`config.mk`:
```
export PLATFORM = sky130hd
export DESIGN_NAME = irq_controller
export DESIGN_NICKNAME = d
export VERILOG_FILES = /design/src/rtl/irq_defs.sv /design/src/rtl/irq_prio_enc.sv /design/src/rtl/irq_controller.sv
export SDC_FILE = /design/constraint.sdc
export NUM_CORES = 1
export LEC_CHECK = 0
export BUFFER_PORTS_ARGS = -buffer_cell sky130_fd_sc_hd__buf_2
export CAP_MARGIN = 20
export CELL_PAD_IN_SITES_DETAIL_PLACEMENT = 0
export CELL_PAD_IN_SITES_GLOBAL_PLACEMENT = 2
export CORE_MARGIN = 2
export CORE_UTILIZATION = 26
export CTS_CLUSTER_DIAMETER = 100
export DETAILED_ROUTE_END_ITERATION = 16
export PLACE_DENSITY = 0.86
export SETUP_SLACK_MARGIN = 0.15
export SKIP_CTS_REPAIR_TIMING = 1
export SYNTH_ARGS = -nofsm -noshare
export SYNTH_HDL_FRONTEND = slang
export SYNTH_SLANG_ARGS = --single-unit
```
`constraint.sdc`:
```
create_clock -name clk -period 1.7 [get_ports clk]
set_clock_uncertainty 0.2 [all_clocks]
set_input_delay 0.17 -clock clk [delete_from_list [all_inputs] [get_ports clk]]
set_output_delay 0.17 -clock clk [all_outputs]
set_load 0.02 [all_outputs]
```
`src/rtl/irq_defs.sv`:
```
// Shared definitions for the interrupt controller: bus register map,
// FSM state encodings and CTRL bit positions.
package irq_defs;
    localparam logic [1:0] REG_CTRL    = 2'd0;
    localparam logic [1:0] REG_MASK    = 2'd1;
    localparam logic [1:0] REG_PENDING = 2'd2;
    localparam logic [1:0] REG_STATUS  = 2'd3;

    localparam int GE_BIT = 0;

    typedef enum logic [1:0] {
        ST_IDLE    = 2'd0,
        ST_REQ     = 2'd1,
        ST_SERVICE = 2'd2
    } irq_state_e;
endpackage

```
`src/rtl/irq_prio_enc.sv`:
```
// Fixed-priority encoder: reports the lowest set index, bit 0 wins.
module irq_prio_enc #(
    parameter int N = 8,
    parameter int W = 3
) (
    input  logic [N-1:0] req,
    output logic         valid,
    output logic [W-1:0] index
);
    always_comb begin
        valid = |req;
        index = '0;
        // Scan downward so the lowest set bit is the last assignment.
        for (int i = N - 1; i >= 0; i--) begin
            if (req[i]) index = W'(i);
        end
    end
endmodule

```
`src/rtl/irq_controller.sv`:
```
// Interrupt controller for the single-cycle MIPS core: edge-detected pending
// latch, mask/GE gating, fixed priority, and a req/ack/iret handshake FSM.
module irq_controller
    import irq_defs::*;
#(
    parameter int N_SRC   = 8,
    parameter int CAUSE_W = 3
) (
    input  logic               clk,
    input  logic               reset,
    input  logic [N_SRC-1:0]   src_irq,
    input  logic               kernel_mode,
    output logic               irq,
    input  logic               irq_ack,
    input  logic               iret,
    output logic [CAUSE_W-1:0] cause,
    input  logic               bus_wr,
    input  logic [1:0]         bus_addr,
    input  logic [31:0]        bus_wdata,
    output logic [31:0]        bus_rdata
);
    irq_state_e         state, state_nxt;
    logic [CAUSE_W-1:0] sel, sel_nxt;
    logic               ge;
    logic [N_SRC-1:0]   mask, pending, pending_nxt, src_prev;
    logic [N_SRC-1:0]   rise, wr_clr, ack_clr, eligible;
    logic               enc_valid;
    logic [CAUSE_W-1:0] enc_idx;

    assign rise     = src_irq & ~src_prev;
    assign wr_clr   = (bus_wr && bus_addr == REG_PENDING) ? bus_wdata[N_SRC-1:0] : '0;
    assign eligible = (ge && !kernel_mode) ? (pending & mask) : '0;
    // Clears applied first so a same-cycle edge always survives.
    assign pending_nxt = (pending & ~wr_clr & ~ack_clr) | rise;
    assign cause = sel;

    irq_prio_enc #(.N(N_SRC), .W(CAUSE_W)) u_enc (
        .req  (eligible),
        .valid(enc_valid),
        .index(enc_idx)
    );

    always_comb begin
        state_nxt = state;
        sel_nxt   = sel;
        ack_clr   = '0;
        case (state)
            ST_IDLE: begin
                if (enc_valid) begin
                    state_nxt = ST_REQ;
                    sel_nxt   = enc_idx;
                end
            end
            ST_REQ: begin
                if (irq_ack) begin
                    state_nxt    = ST_SERVICE;
                    ack_clr[sel] = 1'b1;
                end else if (!pending[sel] || !mask[sel] || !ge || kernel_mode) begin
                    state_nxt = ST_IDLE;
                end
            end
            ST_SERVICE: begin
                if (iret) state_nxt = ST_IDLE;
            end
            default: state_nxt = ST_IDLE;
        endcase
    end

    always_ff @(posedge clk or posedge reset) begin
        if (reset) begin
            state    <= ST_IDLE;
            irq      <= 1'b0;
            sel      <= '0;
            ge       <= 1'b0;
            mask     <= '0;
            pending  <= '0;
            src_prev <= '1;
        end else begin
            state    <= state_nxt;
            irq      <= (state_nxt == ST_REQ);
            sel      <= sel_nxt;
            src_prev <= src_irq;
            pending  <= pending_nxt;
            if (bus_wr && bus_addr == REG_CTRL) ge <= bus_wdata[GE_BIT];
            if (bus_wr && bus_addr == REG_MASK) mask <= bus_wdata[N_SRC-1:0];
        end
    end

    always_comb begin
        bus_rdata = '0;
        case (bus_addr)
            REG_CTRL:    bus_rdata[GE_BIT] = ge;
            REG_MASK:    bus_rdata = 32'(mask);
            REG_PENDING: bus_rdata = 32'(pending);
            default: begin
                bus_rdata[15:8] = 8'(sel);
                bus_rdata[3:2]  = state;
                bus_rdata[0]    = irq;
            end
        endcase
    end
endmodule

```
==> metrics <==
switch share 0.371; failing checks negative setup slack; Die Footprint 7550 um^2; largest family of logic cells by synthesized area simple AND/OR/NAND/NOR gates; Ports 84; total power just under 3 mW; Top FF cell, synth dfrtp_1; synth top area cells dfrtp_1 32%, dfstp_2 12%, buf_4 8.8%, nand2_1 5.9%, mux2_2 5.7%; share of the synthesized area in the top cell type 0.322; final worst slack -0.00312 ns; Combinational Power Share 0.418; Vias per Instance 4.62; Sequential Power Share 0.383; crit-path leading delay family flip-flops; Psw 1.09 mW; Mapped Area 1790 um^2; WP data required 1.33 ns; Overall Global Routing Usage 0.119; number of diodes 0; Buffers on Ports 38; Int Power approximately 1.8 mW; placed cell areas between 2000 and 2500 um^2; critical path launch point type flip-flop; Starting Density 0.266; met2 Track Usage GR 0.179; Die W between 80 and 90 um; unrepaired setup endpoints after global routing yes; Post-synth EDFFs 0; FMAX between 500 and 600 MHz; area grow syn2layout 41.3%; fillers roughly 700; crit path capture type output port; critical path cell sequence a222oi_1, mux2i_1, buf_2; post-synth cell types 39; Setup CP Type flip-flop to output port; clock tree buffer depth 2; Max VDD drop roughly 0.33 mV; Synth Area in Adders 0.0350; fraction of met3 tracks used by global routing 0.0360; Num CTS Buffers 5; Mean Syn Cell Area 9.93 um^2; commonest non-fill, non-tap cells in the layout 31 x buf_2, 25 x nand2_1, 21 x conb_1; initial antenna violation count 0; number of max-cap violations 0; Final Util 0.376; DIE HEIGHT 86.9 um; GP Congestion 0.826; initial drt markers between 50 and 60; antenna viol nets, final 0; final cycle utilization of the critical path 1.00; final setup fails 1; Clk pwr share 0.199; Detailed Routing Iterations Pass 1 4; CTS sink cnt 31; Final Hold Fails 0; routing usage on met1 0.165; Max stage delay cell, worst path dfrtp_1; clk root buf clkbuf_8; remaining routing DRC violations 0; first-pass GRT wire length approximately 7000 um; slowest stage delay, CP 0.39 ns; Core Footprint ~6700 um^2; #FFs+latches synth 31; Tmin final ~1.7 ns; NumNets Final between 300 and 400; PwrDens roughly 1200 nW/um^2; Post-Syn Instances 180; post-synthesis sequential area ratio 0.440; Buf/Inv on CP 1; gr busiest metal met2; layout cells sized above 1 0.429; min-delay worst type input pin to flip-flop; HPWL Detailed about 3300 um; multiplexer area fraction after synthesis 0.0749; clock-pin slew on the worst setup and hold paths ~0.060 ns; std cell rows 30; CTS H-tree lvls 2; DRT Wirelength 4570 um; largest net degree at the start of global routing 32; Design Area, Final approximately 2500 um^2; Synth async-reset ratio 1.00; Ys Warns 0; Yosys top cell by area dfrtp_1; Slew Limit Fails 0; CTS tree yes; LEAKAGE between 1 and 1.5 nW; detailed-route via count 1544; vias in the first global route between 1000 and 1500; status finished with violations; detailed-route wire length per cell about 14 um; Synth Area in Simple Gates 0.158; XOR/XNOR Fraction of Synth Area 0; clk_lat worst skew between 0.2 and 0.3 ns; commonest non-fill, non-tap cell in the layout buf_2; total gr overflow 0; worst-path maximum fanout 3; WP data arrival 1.33 ns; Synth Area in Compound Gates 0.154
==> power by group through the flow <==
stage | clock, mW | sequential, mW | combinational [mW]
5_1_grt | 0.633 | 1.15 | 1.32
3_3_place_gp | 0 | 1.11 | 0.967
4_1_cts | 0.601 | 1.10 | 0.978
6_report | 0.584 | 1.12 | 1.22
2_1_floorplan | 0 | 1.07 | 0.717
3_5_place_dp | 0 | 1.12 | 0.975
==> kinds of logic (layout without fill, tap and decap cells) <==
group           after synthesis  in the layout
compound gates               41             41
other cells                   1             21
simple gates                 52             52
mux                          11             11
fa+ha+maj                     5              5
buf+inv                      39             93
flops                        31             31
==> final cells by class <==
class	instances	area, um^2	area share
flip-flops and latches	31	790	0.313
repair buffers	73	558	0.221
inverters	13	51.3	0.0203
well taps	80	100	0.0396
multi-input cells	130	938	0.372
clock buffers	6	82.6	0.0327
clock inverters	1	5.00	0.00198
==> tightest hold or removal path, cell delays in order <==
cell	delay, ns
buf_2	0.11
nand3b_1	0.10
nand2_1	0.07
==> cells in the mapped netlist (all sizes together) (2+ instances only) <==
master,n
o21ai,12
nor2b,5
nor2,3
ha,5
o211ai,7
dfrtp,23
nand2b,3
a41oi,3
inv,13
a21oi,6
nand2,29
o311ai,2
and2,4
buf,26
nand3,2
a22oi,7
mux2,9
dfstp,8
==> final timing paths <==
kind | depth (start not counted) | end | slack (ns) | start
max | 3 | bus_rdata[0] | -0.003 | ge$_DFFE_PP0P_
min reg2reg | 1 | pending[4]$_DFF_PP0_ | 0.29 | src_prev[4]$_DFF_PP1_
max reg2reg | 5 | state[0]$_DFF_PP0_ | 0.08 | cause[2]$_DFFE_PP0P_
min | 3 | state[1]$_DFF_PP0_ | 0.003 | irq_ack
max in group asynchronous | 4 | src_prev[2]$_DFF_PP1_ | 0.66 | reset
min in group asynchronous | 4 | cause[0]$_DFFE_PP0P_ | 0.30 | reset
==> flip-flops by register name, indices dropped and copies added (netlist names) <==
name      flops
state         2
src_prev      8
mask          8
pending       8
cause         3
irq           1
ge            1
==> stage by stage <==
| step | hold WS (ns) | TNS, ns | std cells | setup slack (ns) |
|---|---|---|---|---|
| final | 0.00349 | -0.00312 | 334 | -0.00312 |
| after global routing | 0.0148 | -0.0818 | 334 | -0.0734 |
| after CTS | -0.233 | -0.0226 | 311 | -0.0226 |
| after detailed placement | 0.0772 | 0 | 304 | 0.0743 |
| after global placement | 0.0762 | 0 | 304 | 0.0530 |
| after floorplan | -0.0255 | 0 | 200 | 0.0921 |
==> routing by layer <==
metal | part of all wire | wire length (um) | vias up
li1 | - | - | 725
met3 | 0.064 | 291 | 6
met1 | 0.47 | 2150 | 757
met2 | 0.46 | 2080 | 56
met4 | 0.011 | 49 | 0
met5 | 0 | 0 | -
(Power assumes the default switching activity.)
